==> config.mk <==
export PLATFORM = sky130hd
export DESIGN_NAME = imm_gen_pipe
export DESIGN_NICKNAME = d
export VERILOG_FILES = /design/src/rtl/imm_gen_pkg.sv /design/src/rtl/imm_decode_comb.sv /design/src/rtl/imm_gen_pipe.sv
export SDC_FILE = /design/constraint.sdc
export NUM_CORES = 1
export LEC_CHECK = 0
export ABC_AREA = 1
export CAP_MARGIN = 10
export CELL_PAD_IN_SITES_DETAIL_PLACEMENT = 2
export CELL_PAD_IN_SITES_GLOBAL_PLACEMENT = 2
export CORE_ASPECT_RATIO = 1.4
export CORE_MARGIN = 3
export CORE_UTILIZATION = 30
export DETAILED_ROUTE_END_ITERATION = 10
export PLACE_DENSITY = 0.89
export SETUP_SLACK_MARGIN = 0.5
export SYNTH_ARGS = -nofsm -noshare
export SYNTH_HDL_FRONTEND = slang
export SYNTH_HIERARCHICAL = 1
export SYNTH_SLANG_ARGS = --single-unit
==> constraint.sdc <==
create_clock -name i_clk -period 6 [get_ports i_clk]
set_input_delay 0.9 -clock i_clk [delete_from_list [all_inputs] [get_ports i_clk]]
set_output_delay 0.9 -clock i_clk [all_outputs]
set_load 0.1 [all_outputs]
==> src/rtl/imm_gen_pkg.sv <==
// Shared definitions for the registered immediate generator.
// Latency: n/a (constants and types only).
// Backpressure: n/a.
// Contents: RISC-V opcode values, immediate type codes, skid FSM states.
package imm_gen_pkg;

  // Major opcodes (instr[6:0]) that carry an immediate
  localparam logic [6:0] OP_LUI    = 7'b0110111;
  localparam logic [6:0] OP_AUIPC  = 7'b0010111;
  localparam logic [6:0] OP_JAL    = 7'b1101111;
  localparam logic [6:0] OP_JALR   = 7'b1100111;
  localparam logic [6:0] OP_BRANCH = 7'b1100011;
  localparam logic [6:0] OP_LOAD   = 7'b0000011;
  localparam logic [6:0] OP_STORE  = 7'b0100011;
  localparam logic [6:0] OP_IMM    = 7'b0010011;
  localparam logic [6:0] OP_IMM32  = 7'b0011011;
  localparam logic [6:0] OP_SYSTEM = 7'b1110011;

  // Immediate type codes presented on ov_Type
  localparam logic [2:0] IMM_NONE = 3'd0;
  localparam logic [2:0] IMM_I    = 3'd1;
  localparam logic [2:0] IMM_S    = 3'd2;
  localparam logic [2:0] IMM_B    = 3'd3;
  localparam logic [2:0] IMM_U    = 3'd4;
  localparam logic [2:0] IMM_J    = 3'd5;
  localparam logic [2:0] IMM_Z    = 3'd6;

  // Occupancy of the main/skid register pair
  typedef enum logic [1:0] {
    ST_EMPTY = 2'd0,
    ST_ONE   = 2'd1,
    ST_FULL  = 2'd2
  } state_t;

endpackage

==> src/rtl/imm_decode_comb.sv <==
// Combinational immediate decode and branch/jump/AUIPC target adder.
// Latency: 0 cycles (pure logic, feeds the pipe registers).
// Backpressure: none; output simply follows the inputs.
// Ports: i_instr (32b instruction), i_pc (XLEN PC) -> o_imm, o_type, o_target, o_illegal.
module imm_decode_comb
  import imm_gen_pkg::*;
#(
  parameter int XLEN   = 32,
  parameter int PC_ADD = 1
) (
  input  logic [31:0]     i_instr,
  input  logic [XLEN-1:0] i_pc,
  output logic [XLEN-1:0] o_imm,
  output logic [2:0]      o_type,
  output logic [XLEN-1:0] o_target,
  output logic            o_illegal
);

  logic [6:0]  w_opcode;
  logic [2:0]  w_funct3;
  logic [31:0] w_imm32;
  logic        w_use_tgt;

  assign w_opcode = i_instr[6:0];
  assign w_funct3 = i_instr[14:12];

  // Every immediate is first assembled as a 32-bit value whose bit 31 is
  // the sign; zimm leaves bit 31 clear so the common widening below
  // yields zero extension for it automatically.
  always_comb begin
    w_imm32   = '0;
    o_type    = IMM_NONE;
    o_illegal = 1'b0;
    w_use_tgt = 1'b0;
    if (i_instr[1:0] != 2'b11) begin
      // Compressed/illegal encodings override every opcode decode
      o_illegal = 1'b1;
    end else begin
      case (w_opcode)
        OP_JALR, OP_LOAD, OP_IMM: begin
          o_type  = IMM_I;
          w_imm32 = {{20{i_instr[31]}}, i_instr[31:20]};
        end
        OP_IMM32: begin
          if (XLEN == 64) begin
            o_type  = IMM_I;
            w_imm32 = {{20{i_instr[31]}}, i_instr[31:20]};
          end
        end
        OP_STORE: begin
          o_type  = IMM_S;
          w_imm32 = {{20{i_instr[31]}}, i_instr[31:25], i_instr[11:7]};
        end
        OP_BRANCH: begin
          o_type    = IMM_B;
          w_use_tgt = 1'b1;
          w_imm32   = {{19{i_instr[31]}}, i_instr[31], i_instr[7],
                       i_instr[30:25], i_instr[11:8], 1'b0};
        end
        OP_LUI, OP_AUIPC: begin
          o_type    = IMM_U;
          w_use_tgt = (w_opcode == OP_AUIPC);
          w_imm32   = {i_instr[31:12], 12'h000};
        end
        OP_JAL: begin
          o_type    = IMM_J;
          w_use_tgt = 1'b1;
          w_imm32   = {{11{i_instr[31]}}, i_instr[31], i_instr[19:12],
                       i_instr[20], i_instr[30:21], 1'b0};
        end
        OP_SYSTEM: begin
          if (w_funct3[2]) begin
            o_type  = IMM_Z;
            w_imm32 = {27'd0, i_instr[19:15]};
          end else if (w_funct3 != 3'b000) begin
            // CSR register forms: expose the CSR address as an I immediate
            o_type  = IMM_I;
            w_imm32 = {{20{i_instr[31]}}, i_instr[31:20]};
          end
        end
        default: ;
      endcase
    end
  end

  // Widen to XLEN; replication count is always >= 1 for XLEN 32/64
  assign o_imm = {{(XLEN-31){w_imm32[31]}}, w_imm32[30:0]};

  generate
    if (PC_ADD != 0) begin : g_target
      // Modulo-2^XLEN add: carry out is intentionally dropped
      assign o_target = w_use_tgt ? (i_pc + o_imm) : '0;
    end else begin : g_no_target
      assign o_target = '0;
    end
  endgenerate

endmodule

==> src/rtl/imm_gen_pipe.sv <==
// Registered RISC-V immediate generator with 2-entry skid buffer (fetch -> decode).
// Latency: 1 cycle, accept at edge N gives o_Valid from N+1; 1 instr/cycle sustained.
// Backpressure: o_Ready depends only on state (drops when both entries are full).
// Ports: i_clk, i_rst (async high); in: i_Valid/o_Ready, iv_Instr, iv_Pc;
//        out: o_Valid/i_Ready, ov_Imm, ov_Type, ov_Target, o_Illegal.
module imm_gen_pipe
  import imm_gen_pkg::*;
#(
  parameter int XLEN   = 32,
  parameter int PC_ADD = 1
) (
  input  logic            i_clk,
  input  logic            i_rst,
  input  logic            i_Valid,
  output logic            o_Ready,
  input  logic [31:0]     iv_Instr,
  input  logic [XLEN-1:0] iv_Pc,
  output logic            o_Valid,
  input  logic            i_Ready,
  output logic [XLEN-1:0] ov_Imm,
  output logic [2:0]      ov_Type,
  output logic [XLEN-1:0] ov_Target,
  output logic            o_Illegal
);

  state_t r_state;
  state_t w_state_nxt;

  logic w_in_fire;
  logic w_out_fire;
  logic w_ld_main_dec;
  logic w_ld_main_skid;
  logic w_ld_skid;

  logic [XLEN-1:0] w_dec_imm;
  logic [2:0]      w_dec_type;
  logic [XLEN-1:0] w_dec_target;
  logic            w_dec_illegal;

  logic [XLEN-1:0] r_main_imm;
  logic [2:0]      r_main_type;
  logic [XLEN-1:0] r_main_target;
  logic            r_main_illegal;

  logic [XLEN-1:0] r_skid_imm;
  logic [2:0]      r_skid_type;
  logic [XLEN-1:0] r_skid_target;
  logic            r_skid_illegal;

  imm_decode_comb #(
    .XLEN   (XLEN),
    .PC_ADD (PC_ADD)
  ) u_decode (
    .i_instr   (iv_Instr),
    .i_pc      (iv_Pc),
    .o_imm     (w_dec_imm),
    .o_type    (w_dec_type),
    .o_target  (w_dec_target),
    .o_illegal (w_dec_illegal)
  );

  // Ready comes from state only; held low while reset is asserted
  assign o_Ready    = (r_state != ST_FULL) && !i_rst;
  assign o_Valid    = (r_state != ST_EMPTY);
  assign w_in_fire  = i_Valid && o_Ready;
  assign w_out_fire = o_Valid && i_Ready;

  always_ff @(posedge i_clk or posedge i_rst) begin
    if (i_rst) begin
      r_state <= ST_EMPTY;
    end else begin
      r_state <= w_state_nxt;
    end
  end

  always_comb begin
    w_state_nxt    = r_state;
    w_ld_main_dec  = 1'b0;
    w_ld_main_skid = 1'b0;
    w_ld_skid      = 1'b0;
    case (r_state)
      ST_EMPTY: begin
        if (w_in_fire) begin
          w_state_nxt   = ST_ONE;
          w_ld_main_dec = 1'b1;
        end
      end
      ST_ONE: begin
        if (w_in_fire && w_out_fire) begin
          // Streaming: main drains and refills in the same edge
          w_ld_main_dec = 1'b1;
        end else if (w_in_fire) begin
          w_state_nxt = ST_FULL;
          w_ld_skid   = 1'b1;
        end else if (w_out_fire) begin
          w_state_nxt = ST_EMPTY;
        end
      end
      ST_FULL: begin
        if (w_out_fire) begin
          w_state_nxt    = ST_ONE;
          w_ld_main_skid = 1'b1;
        end
      end
      default: begin
        w_state_nxt = ST_EMPTY;
      end
    endcase
  end

  always_ff @(posedge i_clk or posedge i_rst) begin
    if (i_rst) begin
      r_main_imm     <= '0;
      r_main_type    <= IMM_NONE;
      r_main_target  <= '0;
      r_main_illegal <= 1'b0;
      r_skid_imm     <= '0;
      r_skid_type    <= IMM_NONE;
      r_skid_target  <= '0;
      r_skid_illegal <= 1'b0;
    end else begin
      if (w_ld_main_dec) begin
        r_main_imm     <= w_dec_imm;
        r_main_type    <= w_dec_type;
        r_main_target  <= w_dec_target;
        r_main_illegal <= w_dec_illegal;
      end else if (w_ld_main_skid) begin
        r_main_imm     <= r_skid_imm;
        r_main_type    <= r_skid_type;
        r_main_target  <= r_skid_target;
        r_main_illegal <= r_skid_illegal;
      end
      if (w_ld_skid) begin
        r_skid_imm     <= w_dec_imm;
        r_skid_type    <= w_dec_type;
        r_skid_target  <= w_dec_target;
        r_skid_illegal <= w_dec_illegal;
      end
    end
  end

  assign ov_Imm    = r_main_imm;
  assign ov_Type   = r_main_type;
  assign ov_Target = r_main_target;
  assign o_Illegal = r_main_illegal;

endmodule

==> results of run 1 <==
## flip-flops by register name, indices dropped and copies added (netlist names)
register / cells
ov_Imm: 32
ov_Target: 32
r_skid_imm: 32
r_skid_target: 32
ov_Type: 3
r_skid_type: 3
r_state: 2
o_Illegal: 1
r_skid_illegal: 1
## area by class of cell
type	count	share of cell area, %
Clock buffer	20	3.91
Multi-Input combinational cell	1106	42.9
Timing Repair Buffer	148	12.6
Sequential cell	138	29.5
Clock inverter	11	1.03
Inverter	178	5.77
Tap cell	390	4.17
## report_power, final
group,internal [mW],total (mW),switching (mW)
clock,0.629,1.08,0.447
combinational,0.361,1.65,1.29
sequential,1.07,1.17,0.0975
## per-stage QoR
step                      worst slack, ns  cells
after floorplan                      1.45   1486
after global placement               1.00   1960
after detailed placement            0.808   1960
after CTS                            1.21   1991
after global routing                0.814   1991
final                                1.14   1991
## cells in the mapped netlist, types with 2 or more instances
master / n / share of area, %
a21oi_1: 39 / 2.1
ha_1: 31 / 4.1
buf_4: 8 / 0.64
o221ai_1: 5 / 0.46
clkbuf_1: 26 / 1.0
nand3b_1: 2 / 0.16
dfrtp_1: 138 / 37
nand2_1: 687 / 27
a21oi_2: 2 / 0.19
o21ai_1: 8 / 0.42
nand2_2: 6 / 0.40
nor3_1: 7 / 0.37
inv_1: 171 / 6.8
o21bai_1: 7 / 0.56
nand3_1: 105 / 5.6
buf_6: 2 / 0.24
o2111ai_1: 12 / 1.1
buf_2: 20 / 1.1
nor2_4: 5 / 0.60
xnor2_1: 5 / 0.46
nor2_2: 2 / 0.13
nor2_1: 91 / 3.6
o21ai_0: 77 / 4.1
o21ai_2: 2 / 0.19
buf_1: 8 / 0.32
inv_2: 6 / 0.24
nand4_1: 5 / 0.33
## path summary, 6_finish.rpt
path,cells past startpoint,end,slack (ns),from
setup reg to reg,8,ov_Target[19],3.55,r_state[0]
hold reg to reg,2,r_skid_target[8],0.48,r_skid_target[8]
setup / recovery,19,ov_Target[12],1.14,iv_Instr[4]
hold / removal,2,r_skid_target[8],0.48,r_skid_target[8]
max in group asynchronous,3,r_skid_target[28],3.83,i_rst
min in group asynchronous,2,r_skid_illegal,0.92,i_rst
## cells by family (layout without fill, tap and decap cells)
| logic type | Yosys count | after routing | synth area share [%] |
|---|---|---|---|
| AND/OR/NAND/NOR | 914 | 914 | 38.8 |
| XOR/XNOR | 5 | 5 | 0.463 |
| adder cells (fa/ha/maj) | 32 | 32 | 4.32 |
| AO/OA/AOI/OAI | 155 | 155 | 9.45 |
| flip-flops | 138 | 138 | 36.5 |
| buffers and inverters | 242 | 357 | 10.4 |
## layout by cell type (no fill, tap or decap), types with 4 or more instances in the layout
master,instances
clkinvlp_4,4
clkdlybuf4s50_1,137
xnor2_1,5
buf_4,9
nor2_4,6
nand4_1,5
clkbuf_16,17
inv_2,6
a21oi_1,39
clkinv_2,4
o2111ai_1,12
o21bai_1,7
nand2_1,686
o21ai_0,77
nor2_1,91
o21ai_1,8
nand3_1,105
nand2_2,7
ha_1,31
dfrtp_1,138
o221ai_1,5
nor3_1,7
inv_1,170
## worst min-delay path: cells and delay by family (launching register included)
family / cells / cell delay [ns]
and+or+nand+nor: 2 / 0.11
DFF: 1 / 0.34
## layer usage
layer	routed length, um	GRT usage (%)	vias up
met5	0	0	-
li1	-	-	4799
met2	21900	45.2	280
met1	17600	31.1	5341
met3	1480	3.21	112
met4	2600	14.7	0
==> flow_metrics.env, run 1 <==
export IMPL_gp_congestion=0.956
export IMPL_finalMaxSlewViolations=0
export IMPL_fin_crit_sh_pct=81.0
export IMPL_drive_gt1_share_pct=4.37
export IMPL_nets=1689
export IMPL_core_sq_um=30900
export IMPL_regArea_sq_um=3450
export IMPL_rsz0062_at_grt="no"
export IMPL_cts_max_level=4
export IMPL_tritoncts="done"
export IMPL_dp_hpwl_um=30700
export IMPL_synthToLayoutAreaGrowth_pct=23.8
export IMPL_synth_ff_latch_count=138
export IMPL_cts_path_max_buffers=2
export IMPL_slowest_stage="ha_1"
export IMPL_outcome="completed"
export IMPL_drtIter0Drc=483
export IMPL_cts_resized=0
export IMPL_hold_slack_ns=0.475
export IMPL_antenna_found_initial=0
export IMPL_syn_area_sq_um=9450
export IMPL_grt_pass1_vias=11800
export IMPL_worst_pin_slew_ns=1.12
export IMPL_powerDensity_nw_per_um2=333
export IMPL_syn_inst=1486
export IMPL_cp_arrival_ns=5.25
export IMPL_fin_crit_ns=4.86
export IMPL_cap_violations=0
export IMPL_syn_area_per_cell_sq_um=6.36
export IMPL_start_kind="input port"
export IMPL_cts_hold_buffers=0
export IMPL_cp_common_cell="nand2_1"
export IMPL_seq_area_frac_synth_pct=36.5
export IMPL_clk_latency_ns=0.46
export IMPL_port_buffers=137
export IMPL_crit_fanout=22
export IMPL_dpl_cell_area_sq_um=11100
export IMPL_multi_input_area_sq_um=5020
export IMPL_grt_pass1_wl_um=67700
export IMPL_die_h_um=216
export IMPL_cts_buffers=17
export IMPL_fin_total_pwr_mw=3.89
export IMPL_ant_nets=0
export IMPL_final_setup_tns_ns=0
export IMPL_cp_cell_sequence="clkdlybuf4s50_1, inv_1, nand2_1, nor2_1, nand2_1, nand3_1, nand2_1, o2111ai_1, ha_1, nand2_1, nor2_1, o21ai_0, nand3_1, o21ai_0, a21oi_1, inv_1, nand2_1, nand2_1, nand2_1"
export IMPL_critPathMaxStageDelay_ns=0.60
export IMPL_dieArea_sq_um=33700
export IMPL_ys_warn_count=6
export IMPL_relSlewSlack_pct=25.3
export IMPL_ys_async_sr_fraction_pct=100
export IMPL_grt_use_total_pct=26.2
export IMPL_rows=76
export IMPL_antenna_cells=0
export IMPL_cts_clk_slew_worst_paths_ns=0.07
export IMPL_root_buffer="clkbuf_16"
export IMPL_synth_edff_count=0
export IMPL_critPathCaptureType="flop"
export IMPL_final_area_sq_um=11700
export IMPL_required_ns=6.39
export IMPL_hold_viol_final=0
export IMPL_grt_start_max_net_pins=70
export IMPL_max_freq_mhz=206
export IMPL_fin_util_pct=37.8
export IMPL_wirelength_um=43600
export IMPL_die_w_um=156
export IMPL_vias=10500
export IMPL_critical_path_top_delay_family="simple AND/OR/NAND/NOR gates"
export IMPL_dr_pass1_iters=4
export IMPL_finClkSkew_ns=0.00850
export IMPL_ios=138
export IMPL_ir_worst_vdd_mv=0.178
export IMPL_post_cts_buffers=0
export IMPL_cts_sinks=138
export IMPL_p_leak_nw=5.96
export IMPL_worst_path_buf_inv=3
export IMPL_initial_utilization_pct=30.6
export IMPL_grt_ovfl_total=0
export IMPL_crit_type="in -> reg"
export IMPL_via_per_inst=5.29
export IMPL_synth_fp_nets=1586
export IMPL_synth_distinct_cells=36
export IMPL_fillCellCount=3746
export IMPL_drc=0
export IMPL_hp_class="reg -> reg"
export IMPL_wl_per_cell_um=21.9
export IMPL_setup_viol=0
export IMPL_synthFlopType="dfrtp_1"
Note: power is estimated with default switching activity, not from simulation.
==> run 2, diff against run 1 <==
==> constraint.sdc (replaced) <==
create_clock -name i_clk -period 4.9 [get_ports i_clk]
set_input_delay 0.735 -clock i_clk [delete_from_list [all_inputs] [get_ports i_clk]]
set_output_delay 0.735 -clock i_clk [all_outputs]
set_load 0.1 [all_outputs]
==> run 2 against run 1 <==
  * Register-to-register slack lost 1.1 ns
  * Global-route usage increased by 0.73 points
  * Die area unchanged
  * Critical path type unchanged
  * Critical path depth increased by 9
  * Final cell count up 1.1%
  * Largest power group unchanged
  * Sequential share of layout area decreased by 0.56 points
  * Wire length is 6.0% higher
  * Utilization rose by 0.73 points
==> flow_metrics.env, run 2 (same netlist as run 1, synthesis figures left out) <==
export IMPL_start_kind="input port"
export IMPL_grt_use_total_pct=26.9
export IMPL_drtIter0Drc=674
export IMPL_port_buffers=137
export IMPL_ant_nets=0
export IMPL_cts_max_level=4
export IMPL_fin_crit_sh_pct=86.4
export IMPL_drive_gt1_share_pct=6.97
export IMPL_p_int_mw=2.47
export IMPL_outcome="completed"
export IMPL_pwr_share_clk_pct=27.4
export IMPL_rows=76
export IMPL_core_sq_um=30900
export IMPL_final_common_cell="nand2_1"
export IMPL_max_freq_mhz=236
export IMPL_grt_start_max_net_pins=82
export IMPL_fin_total_pwr_mw=4.78
export IMPL_antenna_cells=0
export IMPL_ir_worst_vdd_mv=0.199
export IMPL_finClkSkew_ns=0.0136
export IMPL_cts_hold_buffers=0
export IMPL_cts_clk_slew_worst_paths_ns=0.07
export IMPL_wirelength_um=46200
export IMPL_final_cells=2012
export IMPL_slowest_stage="clkdlybuf4s50_1"
export IMPL_cp_common_cell="nand2_1"
export IMPL_wl_per_cell_um=23.0
export IMPL_antenna_found_initial=0
export IMPL_nets=1710
export IMPL_clk_latency_ns=0.46
export IMPL_drc=0
export IMPL_tritoncts="done"
export IMPL_die_h_um=216
export IMPL_grt_ovfl_total=0
export IMPL_fin_crit_ns=4.23
export IMPL_vias=10800
export IMPL_layout_common_cells="nand2_1, inv_1, dfrtp_1, clkdlybuf4s50_1, nand3_1"
export IMPL_comb_power_share_pct=42.8
export IMPL_dieArea_sq_um=33700
export IMPL_p_sw_share_pct=48.3
export IMPL_required_ns=5.30
export IMPL_grt_pass1_vias=12000
export IMPL_die_w_um=156
export IMPL_dp_hpwl_um=31600
export IMPL_crit_fanout=7
export IMPL_critPathCaptureType="flop"
export IMPL_critPathMaxStageDelay_ns=0.45
export IMPL_worst_pin_slew_ns=1.17
export IMPL_cts_path_max_buffers=2
export IMPL_dr_pass1_iters=5
export IMPL_initial_utilization_pct=30.6
export IMPL_synthToLayoutAreaGrowth_pct=26.2
export IMPL_ios=138
export IMPL_grt_pass1_wl_um=69600
export IMPL_powerDensity_nw_per_um2=401
export IMPL_cts_sinks=138
export IMPL_rsz0062_at_grt="no"
export IMPL_root_buffer="clkbuf_16"
export IMPL_crit_type="in -> reg"
export IMPL_hp_class="reg -> reg"
export IMPL_p_switching_mw=2.31
export IMPL_relSlewSlack_pct=22.2
export IMPL_hold_viol_final=0
export IMPL_dpl_cell_count=1978
export IMPL_finalMaxSlewViolations=0
export IMPL_cts_buffers=17
export IMPL_cp_arrival_ns=4.63
export IMPL_fillCellCount=3700
export IMPL_gp_congestion=0.923
export IMPL_p_leak_nw=6.09
export IMPL_via_per_inst=5.36
export IMPL_setup_viol=0
export IMPL_seq_power_share_pct=29.8
export IMPL_cap_violations=0
[run 2: final cells by class]
cell class / count / area, sq um / area share [%]
well taps: 390 / 488 / 4.09
repair buffers: 169 / 1630 / 13.7
flip-flops and latches: 138 / 3450 / 29.0
inverters: 178 / 674 / 5.66
multi-input cells: 1106 / 5110 / 42.9
clock inverters: 12 / 118 / 0.987
clock buffers: 19 / 443 / 3.72
[run 2: power by group through the flow]
stage               registers (mW)  clock network [mW]  logic [mW]
detailed placement            1.44                   0        2.02
global placement              1.43                   0        1.98
CTS                           1.43                1.32        2.04
floorplan                     2.46                   0       0.403
global route                  1.45                1.37        2.13
finish                        1.43                1.31        2.04
[run 2: worst paths after layout]
| kind | from | endpoint | slack (ns) | cells past startpoint |
|---|---|---|---|---|
| worst max register to register | r_state[1] | ov_Target[3] | 2.46 | 8 |
| worst max-delay path | iv_Instr[1] | ov_Target[31] | 0.67 | 28 |
| worst min register to register | r_skid_imm[1] | r_skid_imm[1] | 0.48 | 2 |
| max in group asynchronous | i_rst | ov_Target[9] | 2.17 | 4 |
| worst min-delay path | r_skid_imm[1] | r_skid_imm[1] | 0.48 | 2 |
| min in group asynchronous | i_rst | r_skid_imm[26] | 0.56 | 2 |
[run 2: layer usage]
layer	track usage (%)	wire length [um]	up-vias
met4	15.7	2970	0
met3	4.61	1990	141
met5	0	0	-
li1	-	-	4850
met2	46.4	23200	359
met1	30.9	18100	5437
[run 2: repair_timing]
item	in CTS	in global routing
gates resized for setup	1	22
pin swaps	1	2
setup buffers	2	1
endpoints found under the setup margin	3	33
[run 2: per-stage QoR]
step	utilization, %	TNS, ns	hold slack, ns	cell area, sq um	worst slack, ns
floorplan	-	0	0.442	9450	0.684
global placement	36.4	0	0.454	11200	0.160
detailed placement	36.4	-0.0281	0.459	11200	-0.0281
CTS	38.3	0	0.480	11800	0.505
global route	38.6	0	0.510	11900	0.405
finish	38.6	0	0.477	11900	0.668
[run 2: critical path: cells and delay by family]
kind / cells / cell delay, ns
and+or+nand+nor: 19 / 2.10
AOI/OAI and AO/OA: 2 / 0.51
buffers and inverters: 6 / 0.91
adders and majority gates: 1 / 0.36
